[src/rtl/reg_arb_pkg.sv]
// Shared definitions for the two-port register bank arbiter:
// FSM state encoding, requester ids, and the default geometry.
package reg_arb_pkg;

  typedef enum logic [1:0] {
    IDLE = 2'd0,
    BUSY = 2'd1,
    RESP = 2'd2
  } state_e;

  localparam logic REQ_A = 1'b0;
  localparam logic REQ_B = 1'b1;

  localparam int unsigned DEF_WIDTH  = 4;
  localparam int unsigned DEF_ADDR_W = 2;

endpackage

[src/rtl/sync_reg_word.sv]
// One register word of the bank: synchronous active-high clear
// (highest priority) and a load enable.
// Ports:
//   clk    - clock
//   clear  - synchronous clear, active high
//   en_i   - load enable
//   d_i    - load data
//   q_o    - stored word
module sync_reg_word
  import reg_arb_pkg::*;
#(
  parameter int unsigned WIDTH = DEF_WIDTH
) (
  input  logic             clk,
  input  logic             clear,
  input  logic             en_i,
  input  logic [WIDTH-1:0] d_i,
  output logic [WIDTH-1:0] q_o
);

  logic [WIDTH-1:0] word_q;

  // Clear wins over a load on the same edge.
  always_ff @(posedge clk) begin
    if (clear) begin
      word_q <= '0;
    end else if (en_i) begin
      word_q <= d_i;
    end
  end

  assign q_o = word_q;

endmodule

[src/rtl/reg_bank_arbiter.sv]
// Round-robin arbiter and sequencer sharing a small register bank between
// two single-word read/write requesters (A and B).
// Ports:
//   clk, clear                        - clock, synchronous active-high reset
//   req_x, we_x, addr_x, wdata_x      - command from requester x (a or b)
//   ack_x                             - one-cycle completion pulse to x
//   rdata                             - last read data, valid with ack
//   busy                              - transaction in progress (BUSY/RESP)
module reg_bank_arbiter
  import reg_arb_pkg::*;
#(
  parameter int unsigned WIDTH  = DEF_WIDTH,
  parameter int unsigned ADDR_W = DEF_ADDR_W
) (
  input  logic              clk,
  input  logic              clear,
  input  logic              req_a,
  input  logic              we_a,
  input  logic [ADDR_W-1:0] addr_a,
  input  logic [WIDTH-1:0]  wdata_a,
  output logic              ack_a,
  input  logic              req_b,
  input  logic              we_b,
  input  logic [ADDR_W-1:0] addr_b,
  input  logic [WIDTH-1:0]  wdata_b,
  output logic              ack_b,
  output logic [WIDTH-1:0]  rdata,
  output logic              busy
);

  localparam int unsigned DEPTH = 1 << ADDR_W;

  state_e            state_q,      state_d;
  logic              last_grant_q, last_grant_d;
  logic              cmd_id_q,     cmd_id_d;
  logic              cmd_we_q,     cmd_we_d;
  logic [ADDR_W-1:0] cmd_addr_q,   cmd_addr_d;
  logic [WIDTH-1:0]  cmd_wdata_q,  cmd_wdata_d;
  logic [WIDTH-1:0]  rdata_q,      rdata_d;
  logic              ack_a_q,      ack_a_d;
  logic              ack_b_q,      ack_b_d;
  logic              busy_q,       busy_d;

  logic              grant;
  logic [DEPTH-1:0]  word_en;
  logic [WIDTH-1:0]  bank_q [DEPTH];
  logic [WIDTH-1:0]  rd_word;

  // Bank storage: one word per address, loaded by the decoded enable.
  for (genvar i = 0; i < DEPTH; i++) begin : g_bank
    sync_reg_word #(
      .WIDTH (WIDTH)
    ) u_word (
      .clk   (clk),
      .clear (clear),
      .en_i  (word_en[i]),
      .d_i   (cmd_wdata_q),
      .q_o   (bank_q[i])
    );
  end

  // Address decode: at most one enable, only while writing in BUSY.
  always_comb begin
    word_en = '0;
    if (state_q == BUSY && cmd_we_q) begin
      word_en[cmd_addr_q] = 1'b1;
    end
  end

  // Read mux; the bank reflects every write of earlier transactions.
  assign rd_word = bank_q[cmd_addr_q];

  // Next-state and registered-output logic.
  always_comb begin
    state_d      = state_q;
    last_grant_d = last_grant_q;
    cmd_id_d     = cmd_id_q;
    cmd_we_d     = cmd_we_q;
    cmd_addr_d   = cmd_addr_q;
    cmd_wdata_d  = cmd_wdata_q;
    rdata_d      = rdata_q;
    ack_a_d      = 1'b0;
    ack_b_d      = 1'b0;
    busy_d       = 1'b0;
    grant        = REQ_A;

    case (state_q)
      IDLE: begin
        if (req_a || req_b) begin
          // On a tie the requester that was not served last wins.
          if (req_a && req_b) begin
            grant = ~last_grant_q;
          end else if (req_a) begin
            grant = REQ_A;
          end else begin
            grant = REQ_B;
          end
          cmd_id_d    = grant;
          cmd_we_d    = (grant == REQ_A) ? we_a    : we_b;
          cmd_addr_d  = (grant == REQ_A) ? addr_a  : addr_b;
          cmd_wdata_d = (grant == REQ_A) ? wdata_a : wdata_b;
          state_d     = BUSY;
          busy_d      = 1'b1;
        end
      end

      BUSY: begin
        if (!cmd_we_q) begin
          rdata_d = rd_word;
        end
        // Ack is registered so it appears exactly during RESP.
        ack_a_d = (cmd_id_q == REQ_A);
        ack_b_d = (cmd_id_q == REQ_B);
        state_d = RESP;
        busy_d  = 1'b1;
      end

      RESP: begin
        last_grant_d = cmd_id_q;
        state_d      = IDLE;
      end

      default: begin
        state_d = IDLE;
      end
    endcase
  end

  // State register; clear also discards a write in flight via the bank clear.
  always_ff @(posedge clk) begin
    if (clear) begin
      state_q      <= IDLE;
      last_grant_q <= REQ_B;
      cmd_id_q     <= 1'b0;
      cmd_we_q     <= 1'b0;
      cmd_addr_q   <= '0;
      cmd_wdata_q  <= '0;
      rdata_q      <= '0;
      ack_a_q      <= 1'b0;
      ack_b_q      <= 1'b0;
      busy_q       <= 1'b0;
    end else begin
      state_q      <= state_d;
      last_grant_q <= last_grant_d;
      cmd_id_q     <= cmd_id_d;
      cmd_we_q     <= cmd_we_d;
      cmd_addr_q   <= cmd_addr_d;
      cmd_wdata_q  <= cmd_wdata_d;
      rdata_q      <= rdata_d;
      ack_a_q      <= ack_a_d;
      ack_b_q      <= ack_b_d;
      busy_q       <= busy_d;
    end
  end

  assign ack_a = ack_a_q;
  assign ack_b = ack_b_q;
  assign rdata = rdata_q;
  assign busy  = busy_q;

endmodule

[config.mk]
export PLATFORM = sky130hd
export DESIGN_NAME = reg_bank_arbiter
export DESIGN_NICKNAME = d
export VERILOG_FILES = /design/src/rtl/reg_arb_pkg.sv /design/src/rtl/sync_reg_word.sv /design/src/rtl/reg_bank_arbiter.sv
export SDC_FILE = /design/constraint.sdc
export NUM_CORES = 1
export LEC_CHECK = 0
export BUFFER_PORTS_ARGS = -buffer_cell sky130_fd_sc_hd__buf_2
export CORE_MARGIN = 1.5
export CORE_UTILIZATION = 32
export DETAILED_ROUTE_END_ITERATION = 8
export HOLD_SLACK_MARGIN = 0.08
export PLACE_DENSITY_LB_ADDON = 0.05
export SYNTH_ARGS = -nofsm -noshare
export SYNTH_HDL_FRONTEND = slang
export SYNTH_SLANG_ARGS = --single-unit
export TNS_END_PERCENT = 10
[constraint.sdc]
create_clock -name clk -period 1.35 [get_ports clk]
set_input_delay 0.27 -clock clk [delete_from_list [all_inputs] [get_ports clk]]
set_output_delay 0.27 -clock clk [all_outputs]
set_load 0.01 [all_outputs]
==> flow_summary.json <==
{
  "path_clk_slew_ns": 0.07,
  "dr.pass1.iters": 4,
  "htreeDepth": 2,
  "ys_warn_count": 0,
  "hold_viol_final": 0,
  "r2r_cells": 4,
  "first_global_vias": 1306,
  "rsz0062_at_grt": "false",
  "fin_skew_ns": 0.00389,
  "antenna_left": 0,
  "synth_compound_area_share_pct": 22.9,
  "cap_violations": 0,
  "timing.hold.ws_ns": 0.295,
  "dp_hpwl_um": 2650,
  "wire_per_inst_um": 14.4,
  "wl_met3_um": 153,
  "start_util_pct": 33.2,
  "yosys.area_share.simple_pct": 19.3,
  "grt_max_degree": 21,
  "wl_met2_um": 1710,
  "finalSetupViolCount": 0,
  "viasPerCell": 5.18,
  "die-area_um2": 5300,
  "min_to": "cmd_addr_q[1]",
  "synth_top_family_by_area": "compound AO/OA/AOI/OAI gates",
  "ys_seq_area_share_pct": 43.7,
  "globalRouteTotalUtil_pct": 15.7,
  "wl_met1_um": 1680,
  "cellPowerDensity_nw_per_um2": 1180,
  "highest_layer": "met4",
  "grt_overflow_total": 0,
  "antenna_found_initial": 0,
  "drc": 0,
  "via_count": 1294,
  "num-nets-final": 213,
  "tightest_slew_ns": 0.302,
  "synth_xor_area_share_pct": 0,
  "ys_ff_latch": 34,
  "yosys.area.top_type": "dfxtp_1",
  "peakVddDrop_mv": 0.368,
  "core_um2": 4690,
  "slew_viol_final": 0,
  "setup_ws_ns": 0.0927,
  "cts-root-buf": "clkbuf_8",
  "ios": 25,
  "finalCritPeriodShare_pct": 93.1,
  "die_y_um": 72.8,
  "status": "finished, final reports clean",
  "cp.arrival_ns": 1.43,
  "ff2ff_setup_slack_ns": 0.09,
  "holdCritStartpoint": "addr_a[1]",
  "p_leak_nw": 0.701,
  "placementRows": 25,
  "min_path_cells": 3,
  "syn_avg_cell_area_um2": 9.56,
  "p_total_mw": 2.22,
  "post_cts_buffers": 0,
  "fp.dieW_um": 72.8,
  "area_growth_pct": 20.8,
  "synthAdderAreaFrac_pct": 0,
  "synth_nets": 181,
  "place_congestion": 0.821,
  "synth.top_cell.area_share_pct": 43.7,
  "startpoint_type": "flop",
  "min_period_ns": 1.26,
  "grt_pass1_wl_um": 6310,
  "layout_commonest_cell": "dfxtp_1",
  "synth_flop_cell": "dfxtp_1",
  "drtIter0Drc": 93,
  "yosys-top-cells-area": "dfxtp_1 44%, a21oi_1 7.7%, o21ai_0 7.4%",
  "min_path_type": "in2reg",
  "antennaDiodeCount": 0,
  "netlist_instances": 163,
  "fmax_mhz": 795,
  "crit_required_ns": 1.53,
  "synth_cell_types": 31,
  "path_max_fanout": 7,
  "syn-cell-area_um2": 1560,
  "timing.rr.end": "last_grant_q",
  "dp_worst_setup_slack_ns": -0.0332,
  "cts_max_path_buffers": 2,
  "synth-edff-count": 0,
  "slew_headroom_pct": 79.9,
  "crit_type": "reg2reg",
  "clock_latency_ns": 0.28,
  "postSynth.asyncResetShare_pct": 0,
  "crit_path_end_kind": "flop",
  "numCtsBuffers": 5,
  "io_buffer_count": 24,
  "drive_gt1_share_pct": 34.2,
  "cts_tree": "built",
  "synth_mux_area_share_pct": 8.35,
  "wl_um": 3610,
  "r2r_start": "state_q[1]",
  "setup-tns-final_ns": 0,
  "cts_sinks": 34,
  "final_cell_mix": "32 x dfxtp_1, 24 x a21oi_1, 24 x buf_2"
}
stage by stage:
step | instance area [µm²] | std cells | utilization (%)
after global routing | 1880 | 250 | 40.1
final | 1880 | 250 | 40.1
after floorplan | 1560 | 163 | -
after CTS | 1870 | 250 | 39.9
after global placement | 1780 | 242 | 37.9
after detailed placement | 1780 | 242 | 37.9
how the worst max path moves through the flow:
stage / slack [ns] / to / from
6_report: 0.09 / last_grant_q / state_q[1]
3_5_place_dp: -0.03 / rdata[1] / cmd_addr_q[1]
2_1_floorplan: 0.06 / g_bank[0].u_word.q_o[1] / cmd_addr_q[1]
4_1_cts: 0.02 / g_bank[1].u_word.q_o[0] / state_q[1]
3_3_place_gp: -0.01 / g_bank[0].u_word.q_o[0] / cmd_addr_q[1]
5_1_grt: 0.008 / g_bank[1].u_word.q_o[0] / state_q[1]
repair_timing:
action,CTS,global route
gates resized for setup,1,6
setup endpoints to repair,18,19
hold buffers,0,0
area by class of cell:
type	count	area, µm²
timing repair buffer	40	240
inverter	1	3.75
tap	54	67.6
fill	467	2810
multi-input combinational	113	793
clock inverter	1	5.00
sequential	34	686
clock buffer	7	86.3
sequential cells by signal, summed over array words and instances, names as in the netlist:
register,count
cmd_addr_q,2
ack_b,1
rdata,4
last_grant_q,1
busy,1
state_q,2
cmd_wdata_q,4
cmd_we_q,1
ack_a,1
g_bank.u_word.q_o,16
cmd_id_q,1
routing by layer:
| layer | global-route usage [%] | vias up |
|---|---|---|
| met2 | 24.8 | 45 |
| li1 | - | 662 |
| met1 | 19.9 | 582 |
| met4 | 8.60 | 0 |
| met3 | 3.59 | 5 |
| met5 | 0 | - |
worst max-delay path, stage by stage, from the launching register on:
cell,delay [ns]
dfxtp_1,0.48
buf_4,0.18
nor2b_1,0.17
nor2b_1,0.06
a211o_1,0.26
synthesized netlist by cell type (all sizes together), types with 2 or more instances:
master and n:
mux4 4, nor3b 2, a21oi 24, nor2 6
nand3b 8, nand3 16, buf 8, a311oi 7
dfxtp 34, and2 3, o21ai 23, clkbuf 7
nor2b 6, mux2i 4
logic make-up after synthesis:
family / after synthesis
DFF: 34
muxes: 8
buffers and inverters: 16
AOI/OAI and AO/OA: 56
and+or+nand+nor: 49
report_power, final:
part           switching, mW  internal [mW]  total (mW)
registers             0.0523           1.05        1.10
clock network          0.369          0.412       0.780
logic                  0.175          0.166       0.341
total                  0.596           1.62        2.22
No activity file was read; power rests on OpenSTA's default activity.
